## config.mk

```make
export PLATFORM = sky130hd
export DESIGN_NAME = program_control_unit
export DESIGN_NICKNAME = d
export VERILOG_FILES = /design/src/rtl/program_control_unit.sv
export SDC_FILE = /design/constraint.sdc
export NUM_CORES = 1
export LEC_CHECK = 0
export CORE_MARGIN = 2
export CORE_UTILIZATION = 40
export CTS_BUF_LIST = sky130_fd_sc_hd__clkbuf_16
export DETAILED_ROUTE_END_ITERATION = 16
export GPL_TIMING_DRIVEN = 0
export PLACE_DENSITY_LB_ADDON = 0.08
export SETUP_SLACK_MARGIN = 0.5
export SLEW_MARGIN = 20
export SYNTH_ARGS = -nofsm -noshare
export SYNTH_HDL_FRONTEND = slang
export SYNTH_SLANG_ARGS = --single-unit
```

## constraint.sdc

```tcl
create_clock -name clk -period 1.7 [get_ports clk]
set_clock_uncertainty 0.05 [all_clocks]
set_input_delay 0.17 -clock clk [delete_from_list [all_inputs] [get_ports clk]]
set_output_delay 0.17 -clock clk [all_outputs]
set_load 0.02 [all_outputs]
```

## src/rtl/program_control_unit.sv

```systemverilog
// program_control_unit: instruction fetch, program counter and decode for the 4-bit micro.
// Latency: one fetch per RUN cycle; the decode is combinational on ir. A taken jump costs one bubble cycle.
// Backpressure: optional stall (build macro PCU_STALL_EN) holds pc/ir/ir_valid and forces reg_en to 0.
//
// Ports:
//   clk, reset_n      rising-edge clock, asynchronous active-low reset
//   stall             (PCU_STALL_EN only) freeze fetch while in RUN
//   pm_data           instruction at pm_address (same-cycle program memory)
//   r_eq_0            zero flag from computational_unit, used by JNZ
//   pm_address, pc    program counter
//   ir, nibble_ir     instruction register and its low nibble
//   sync_reset        high until the FSM reaches RUN
//   reg_en            [0]x0 [1]x1 [2]y0 [3]y1 [4]r [5]m [6]i [7]dm [8]o_reg
//   source_sel        bus source: 0-7 registers/dm, 8 ir nibble, 9 i_pins
//   i_sel/x_sel/y_sel i update mode and ALU operand selects
module program_control_unit #(
  parameter int PC_W = 8
) (
  input  logic            clk,
  input  logic            reset_n,
`ifdef PCU_STALL_EN
  input  logic            stall,
`endif
  input  logic [7:0]      pm_data,
  input  logic            r_eq_0,
  output logic [PC_W-1:0] pm_address,
  output logic [PC_W-1:0] pc,
  output logic [7:0]      ir,
  output logic            sync_reset,
  output logic [8:0]      reg_en,
  output logic [3:0]      source_sel,
  output logic            i_sel,
  output logic            x_sel,
  output logic            y_sel,
  output logic [3:0]      nibble_ir
);

  typedef enum logic [1:0] {RST1 = 2'd0, RST2 = 2'd1, RUN = 2'd2} state_t;

  state_t          state_q, state_d;
  logic [PC_W-1:0] pc_q, pc_d;
  logic [7:0]      ir_q, ir_d;
  logic            ir_valid_q, ir_valid_d;
  logic            run;
  logic            hold;

  // ---------------- FSM: state register ----------------
  always_ff @(posedge clk or negedge reset_n) begin
    if (!reset_n) state_q <= RST1;
    else          state_q <= state_d;
  end

  // ---------------- FSM: next state ----------------
  always_comb begin
    state_d = state_q;
    unique case (state_q)
      RST1:    state_d = RST2;
      RST2:    state_d = RUN;
      RUN:     state_d = RUN;
      default: state_d = RST1;
    endcase
  end

  // ---------------- FSM: outputs ----------------
  always_comb begin
    run        = (state_q == RUN);
    sync_reset = (state_q != RUN);
  end

`ifdef PCU_STALL_EN
  // stall only matters once fetching; the reset sequence runs regardless.
  assign hold = stall & run;
`else
  assign hold = 1'b0;
`endif

  // ---------------- instruction classes ----------------
  logic is_load, is_mov, is_alu, is_jmp, is_jnz, jump_taken;

  always_comb begin
    is_load = ~ir_q[7];
    is_mov  = (ir_q[7:6] == 2'b10);
    is_alu  = (ir_q[7:5] == 3'b110);
    is_jmp  = (ir_q[7:4] == 4'b1110);
    is_jnz  = (ir_q[7:4] == 4'b1111);
    // A squashed slot (ir_valid low) never redirects the pc.
    jump_taken = ir_valid_q & (is_jmp | (is_jnz & ~r_eq_0));
  end

  // ---------------- fetch datapath ----------------
  always_comb begin
    pc_d       = pc_q;
    ir_d       = ir_q;
    ir_valid_d = ir_valid_q;
    if (run && !hold) begin
      ir_d       = pm_data;
      ir_valid_d = 1'b1;
      pc_d       = pc_q + PC_W'(1);
      if (jump_taken) begin
        // Target replaces only the low nibble of the already-incremented pc;
        // the word fetched this cycle is discarded.
        pc_d       = {pc_q[PC_W-1:4], ir_q[3:0]};
        ir_valid_d = 1'b0;
      end
    end
  end

  always_ff @(posedge clk or negedge reset_n) begin
    if (!reset_n) begin
      pc_q       <= '0;
      ir_q       <= 8'h00;
      ir_valid_q <= 1'b0;
    end else begin
      pc_q       <= pc_d;
      ir_q       <= ir_d;
      ir_valid_q <= ir_valid_d;
    end
  end

  // ---------------- decode ----------------
  logic [2:0] dst, src;
  logic [8:0] dec_en;

  always_comb begin
    dst        = is_load ? ir_q[6:4] : ir_q[5:3];
    src        = ir_q[2:0];
    dec_en     = 9'h000;
    source_sel = 4'd0;
    i_sel      = 1'b0;
    x_sel      = 1'b0;
    y_sel      = 1'b0;
    if (ir_valid_q) begin
      if (is_load || is_mov) begin
        unique case (dst)
          3'd0: dec_en[0] = 1'b1;
          3'd1: dec_en[1] = 1'b1;
          3'd2: dec_en[2] = 1'b1;
          3'd3: dec_en[3] = 1'b1;
          3'd4: dec_en[8] = 1'b1;
          3'd5: dec_en[5] = 1'b1;
          3'd6: dec_en[6] = 1'b1;
          default: dec_en[7] = 1'b1;
        endcase
        if (is_load)         source_sel = 4'd8;
        else if (src == dst) source_sel = 4'd9;   // self-move reads the input pins
        else                 source_sel = {1'b0, src};
        // Touching dm (as destination or MOV source) post-increments i,
        // unless i itself is being loaded this cycle.
        if ((dst == 3'd7 || (is_mov && src == 3'd7)) && dst != 3'd6) begin
          dec_en[6] = 1'b1;
          i_sel     = 1'b1;
        end
      end else if (is_alu) begin
        dec_en[4]  = 1'b1;
        x_sel      = ir_q[4];
        y_sel      = ir_q[3];
        source_sel = 4'd9;
      end
    end
  end

  assign reg_en     = hold ? 9'h000 : dec_en;
  assign pm_address = pc_q;
  assign pc         = pc_q;
  assign ir         = ir_q;
  assign nibble_ir  = ir_q[3:0];

endmodule

```

==> impl_metrics.toml, run 1 <==
[synthesis]
area_fraction_in_compound_gates_after_synthesis = 0.1128
synthXorXnorAreaFrac = 0.05308
synth_most_common_cell = "sky130_fd_sc_hd__dfrtp_1"
synth.area.top_cells = "sky130_fd_sc_hd__dfrtp_1, sky130_fd_sc_hd__buf_4, sky130_fd_sc_hd__mux2_2, sky130_fd_sc_hd__mux2i_1, sky130_fd_sc_hd__xnor2_1"
synth_top_area_frac = 0.3602
syn-instance-count = 141
yosys_warnings = 0
synth_seq_cells = 19
netlist-cell-type-count = 39
post_synth_instance_area_um2 = 1320
sequential_element_share_of_the_synthesized_area = 0.3602
net_count_after_synthesis = 155
number_of_flops_mapped_to_enable_cells_by_yosys = 0
postSynthAreaPerCell_um2 = 9.362
post_synth_and_or_nand_nor_area_fraction = 0.2047
synth.mux.area_fraction = 0.1213
ys_dominant_reg_cell = "sky130_fd_sc_hd__dfrtp_1"
synthArstFlopShare = 1.000
post_synth_most_frequent_cells = "sky130_fd_sc_hd__dfrtp_1, sky130_fd_sc_hd__buf_4"
yosys.area.top_type = "sky130_fd_sc_hd__dfrtp_1"
synth_top_family_by_area = "simple AND/OR/NAND/NOR gates"
fraction_of_the_mapped_netlist_area_in_adder_cells = 0.02844

[placed_design]
setup_slack_placement_ns = -0.4216
postPlaceCellArea_um2 = 2082
place.gp.congestion = 0.8695
hpwlAfterDp_um = 2609
io_buffer_count = 55

[floorplanning]
io-pin-count = 56
placementRows = 20
initial_core_util = 0.4254
chipHeight_um = 61.45
die-width_um = 61.45

[clock_tree]
root_buffer = "sky130_fd_sc_hd__clkbuf_16"
cts_max_level = 1
cts-buffers-inserted = 3
clock_path_buffers = 2
cts.sinks = 19

[global_route]
grt_start_max_net_pins = 20
antenna_violations_before_repair = 0

[status]
tool.error = "[ERROR DPL-0033] detailed placement checks failed during check placement."
status = "did not finish"
failed_stage = "global routing (5_1_grt)"
## timing repair
action / 4_1_cts
gates resized for setup: 265
hold buffers: 0
pin swaps: 19
cloned: 1
endpoints found under the setup margin: 62
buffers inserted: 44
## per-stage QoR
stage	setup TNS [ns]	std cells
after detailed placement	-4.417	240
after CTS	-1.447	289
after global placement	-4.204	240
after floorplan	0	141
## cell families after synthesis
kind of cell | after synthesis
adders and majority gates | 3
and+or+nand+nor | 48
DFF | 19
buffers and inverters | 26
xor gates and xnor gates | 8
muxes | 15
AOI/OAI and AO/OA | 22
==> inputs of run 2 (changes only) <==
--- a/config.mk
+++ b/config.mk
@@ -6,12 +6,10 @@
 export NUM_CORES = 1
 export LEC_CHECK = 0
 export CORE_MARGIN = 2
-export CORE_UTILIZATION = 40
-export CTS_BUF_LIST = sky130_fd_sc_hd__clkbuf_16
+export CORE_UTILIZATION = 25
 export DETAILED_ROUTE_END_ITERATION = 16
 export GPL_TIMING_DRIVEN = 0
-export PLACE_DENSITY_LB_ADDON = 0.08
-export SETUP_SLACK_MARGIN = 0.5
+export PLACE_DENSITY_LB_ADDON = 0.15
 export SLEW_MARGIN = 20
 export SYNTH_ARGS = -nofsm -noshare
 export SYNTH_HDL_FRONTEND = slang
==> impl_metrics.toml, run 2 <==
[status]
status = "complete, but fails checks"
violated_checks = "setup timing"

[synthesis]
sequential_element_share_of_the_synthesized_area = 0.3602
synth_most_common_cell = "sky130_fd_sc_hd__dfrtp_1"
netlist-cell-type-count = 39
yosys_warnings = 0
synth_top_family_by_area = "simple AND/OR/NAND/NOR gates"
synthArstFlopShare = 1.000
post_synth_and_or_nand_nor_area_fraction = 0.2047
yosys.area.top_type = "sky130_fd_sc_hd__dfrtp_1"
net_count_after_synthesis = 155
synth_seq_cells = 19
syn-instance-count = 141
ys_dominant_reg_cell = "sky130_fd_sc_hd__dfrtp_1"
synthXorXnorAreaFrac = 0.05308
fraction_of_the_mapped_netlist_area_in_adder_cells = 0.02844
synth.area.top_cells = "sky130_fd_sc_hd__dfrtp_1, sky130_fd_sc_hd__buf_4, sky130_fd_sc_hd__mux2_2, sky130_fd_sc_hd__mux2i_1, sky130_fd_sc_hd__xnor2_1"
postSynthAreaPerCell_um2 = 9.362
synth.mux.area_fraction = 0.1213
synth_top_area_frac = 0.3602
number_of_flops_mapped_to_enable_cells_by_yosys = 0
post_synth_instance_area_um2 = 1320
area_fraction_in_compound_gates_after_synthesis = 0.1128
post_synth_most_frequent_cells = "sky130_fd_sc_hd__dfrtp_1, sky130_fd_sc_hd__buf_4"

[clock_tree]
cts.sinks = 19
root_buffer = "sky130_fd_sc_hd__clkbuf_8"
clock_latency_on_the_worst_skew_pair_ns = 0.25
clock_path_buffers = 2
cts_hold_buf = 0
cts-buffers-inserted = 3
cts_tree = "done"
cts_max_level = 1
cts.clk_slew.worst_paths_ns = 0.07

[cells_and_area]
area_growth_pct = 62.84
finish.net_count = 224
final_cell_area_um2 = 2150
layout.cells.most_common = "sky130_fd_sc_hd__clkdlybuf4s50_1"
antenna_cells = 0
drive_above_1_share = 0.3780
layout.cells.most_common_list = "sky130_fd_sc_hd__clkdlybuf4s50_1, sky130_fd_sc_hd__buf_4, sky130_fd_sc_hd__dfrtp_1"

[global_route]
antenna_violations_before_repair = 0
grt_use_met1 = 0.1568
grt_pass1_wl_um = 5844
first_global_vias = 1169
gr-max-usage-layer = "met2"
grtUsageMet2 = 0.1974
grt_start_max_net_pins = 20
globalRoute.totalOverflow = 0
grtUsageTotal = 0.1210
grt.met3_usage = 0.02588

[sta]
fmax_mhz = 529.9
final-setup-viol-count = 9
min_period_over_period = 1.110
final_max_slew_viol_count = 0
slew-limit-headroom = 0.4292
layout_setup_ws_ns = -0.1870
worst-slew-pin-transition_ns = 0.8535
rsz0062_at_grt = "true"
finalHoldViolations = 0
whs_ns = 0.3499
tmin_final_ns = 1.887

[route]
ant_nets = 0
post_drt_wl_per_cell_um = 13.29
routed_wirelength_um = 3707
drc = 0
detailedRoute.firstPassIterationCount = 4
drt_first_iter_violations = 26
route.detailed.vias_per_inst = 4.473
route.vias.total = 1248

[power]
pwr-share-comb = 0.529
pwr_density_cell_nw_per_um2 = 974.8
power_report.internal_total_uw = 1316
clock_power_share = 0.148
power.static_leakage_uw = 0.0009733
sequential_fraction_of_design_power = 0.323
max-vdd-ir-drop_uv = 858.4
power_switching_uw = 779.6
netSwitchingFraction = 0.3721

[floorplanning]
placementRows = 26
design.die.area_um2 = 5878
core_area_um2 = 5107
initial_core_util = 0.2585
die-width_um = 76.67
chipHeight_um = 76.67
io-pin-count = 56

[placed_design]
io_buffer_count = 55
place.gp.congestion = 0.8668
hpwlAfterDp_um = 2799
postPlaceCellArea_um2 = 1977

[critical_path]
crit_required_ns = 1.48
critical_path.startpoint_type = "flop"
data_arrival_at_the_endpoint_of_the_critical_path_ns = 1.67
critPathCaptureType = "primary output"
crit_type = "flop to primary output"
cp_max_fo = 6

[min_path]
hold_class = "primary input to async pin"

[run]
timing.max_cap.violations = 0
run 2: cell counts after synthesis:
Identical to the previous run, type by type.
run 2: cells by family (layout without fill, tap and decap cells):
| logic type | after synthesis | count (layout) |
|---|---|---|
| flops | 19 | 19 |
| simple gates | 48 | 48 |
| mux | 15 | 15 |
| fa+ha+maj | 3 | 3 |
| buf+inv | 26 | 94 |
| compound gates | 22 | 22 |
| xor+xnor | 8 | 8 |
run 2: final timing paths:
path                                endpoint  slack, ns              start  cells past startpoint
setup / recovery               source_sel[2]      -0.19  ir[7]$_DFFE_PN0P_                      6
hold / removal             pc[6]$_DFFE_PN0P_       0.35            reset_n                      1
setup reg to reg           pc[0]$_DFFE_PN0P_       0.07  ir[7]$_DFFE_PN0P_                      6
hold reg to reg            pc[7]$_DFFE_PN0P_       0.46  pc[7]$_DFFE_PN0P_                      1
max in group asynchronous  ir[2]$_DFFE_PN0P_       0.66            reset_n                      1
min in group clk           pc[7]$_DFFE_PN0P_       0.46  pc[7]$_DFFE_PN0P_                      1
run 2: cell type report:
cell class	count	area, µm²
sequential	19	485.5
timing repair buffer	64	588.1
fill	515	2958
inverter	5	18.77
clock buffer	3	41.29
multi-input combinational	96	742.0
buffer	21	181.4
tap	70	87.58
clock inverter	1	5.005
run 2: what timing repair did:
item | 4_1_cts | 5_1_grt
pin swaps | 4 | 4
buffers inserted | 3 | 6
gates resized for setup | 94 | 26
endpoints found under the hold margin | 0 | 0
setup endpoints to repair | 25 | 21
run 2: critical path: stages (launching register included):
cell                      delay (ns)
sky130_fd_sc_hd__dfrtp_1        0.37
sky130_fd_sc_hd__buf_6          0.14
sky130_fd_sc_hd__mux2i_1        0.21
sky130_fd_sc_hd__xnor2_1        0.12
sky130_fd_sc_hd__nor3_2         0.22
sky130_fd_sc_hd__and4b_1        0.23
sky130_fd_sc_hd__buf_6          0.13
run 2: metal layers:
metal	wire, µm	vias up	part of all wire
met5	0	-	0
met4	25	0	0.0067
met3	192	4	0.052
met2	1776	42	0.48
met1	1713	587	0.46
li1	-	615	-
run 2: power groups by stage:
stage	sequential, µW	combinational, µW	clock [µW]
6_report	676	1110	311
5_1_grt	700	1180	346
4_1_cts	686	1090	329
3_5_place_dp	688	1070	0
3_3_place_gp	684	1060	0
2_1_floorplan	763	511	0
run 2: metrics by stage:
| stage | setup TNS [ns] | util | std cells | total power (µW) | setup WS (ns) |
|---|---|---|---|---|---|
| finish | -1.184 | 0.4209 | 279 | 2095 | -0.1870 |
| global route | -2.318 | 0.4209 | 279 | 2224 | -0.3096 |
| CTS | -0.9627 | 0.4032 | 273 | 2102 | -0.1955 |
| detailed placement | -4.155 | 0.3871 | 266 | 1760 | -0.3641 |
| global placement | -3.999 | 0.3871 | 266 | 1748 | -0.3705 |
| floorplan | -0.03240 | - | 141 | 1274 | -0.02513 |
Note: power is estimated with default switching activity, not from simulation.
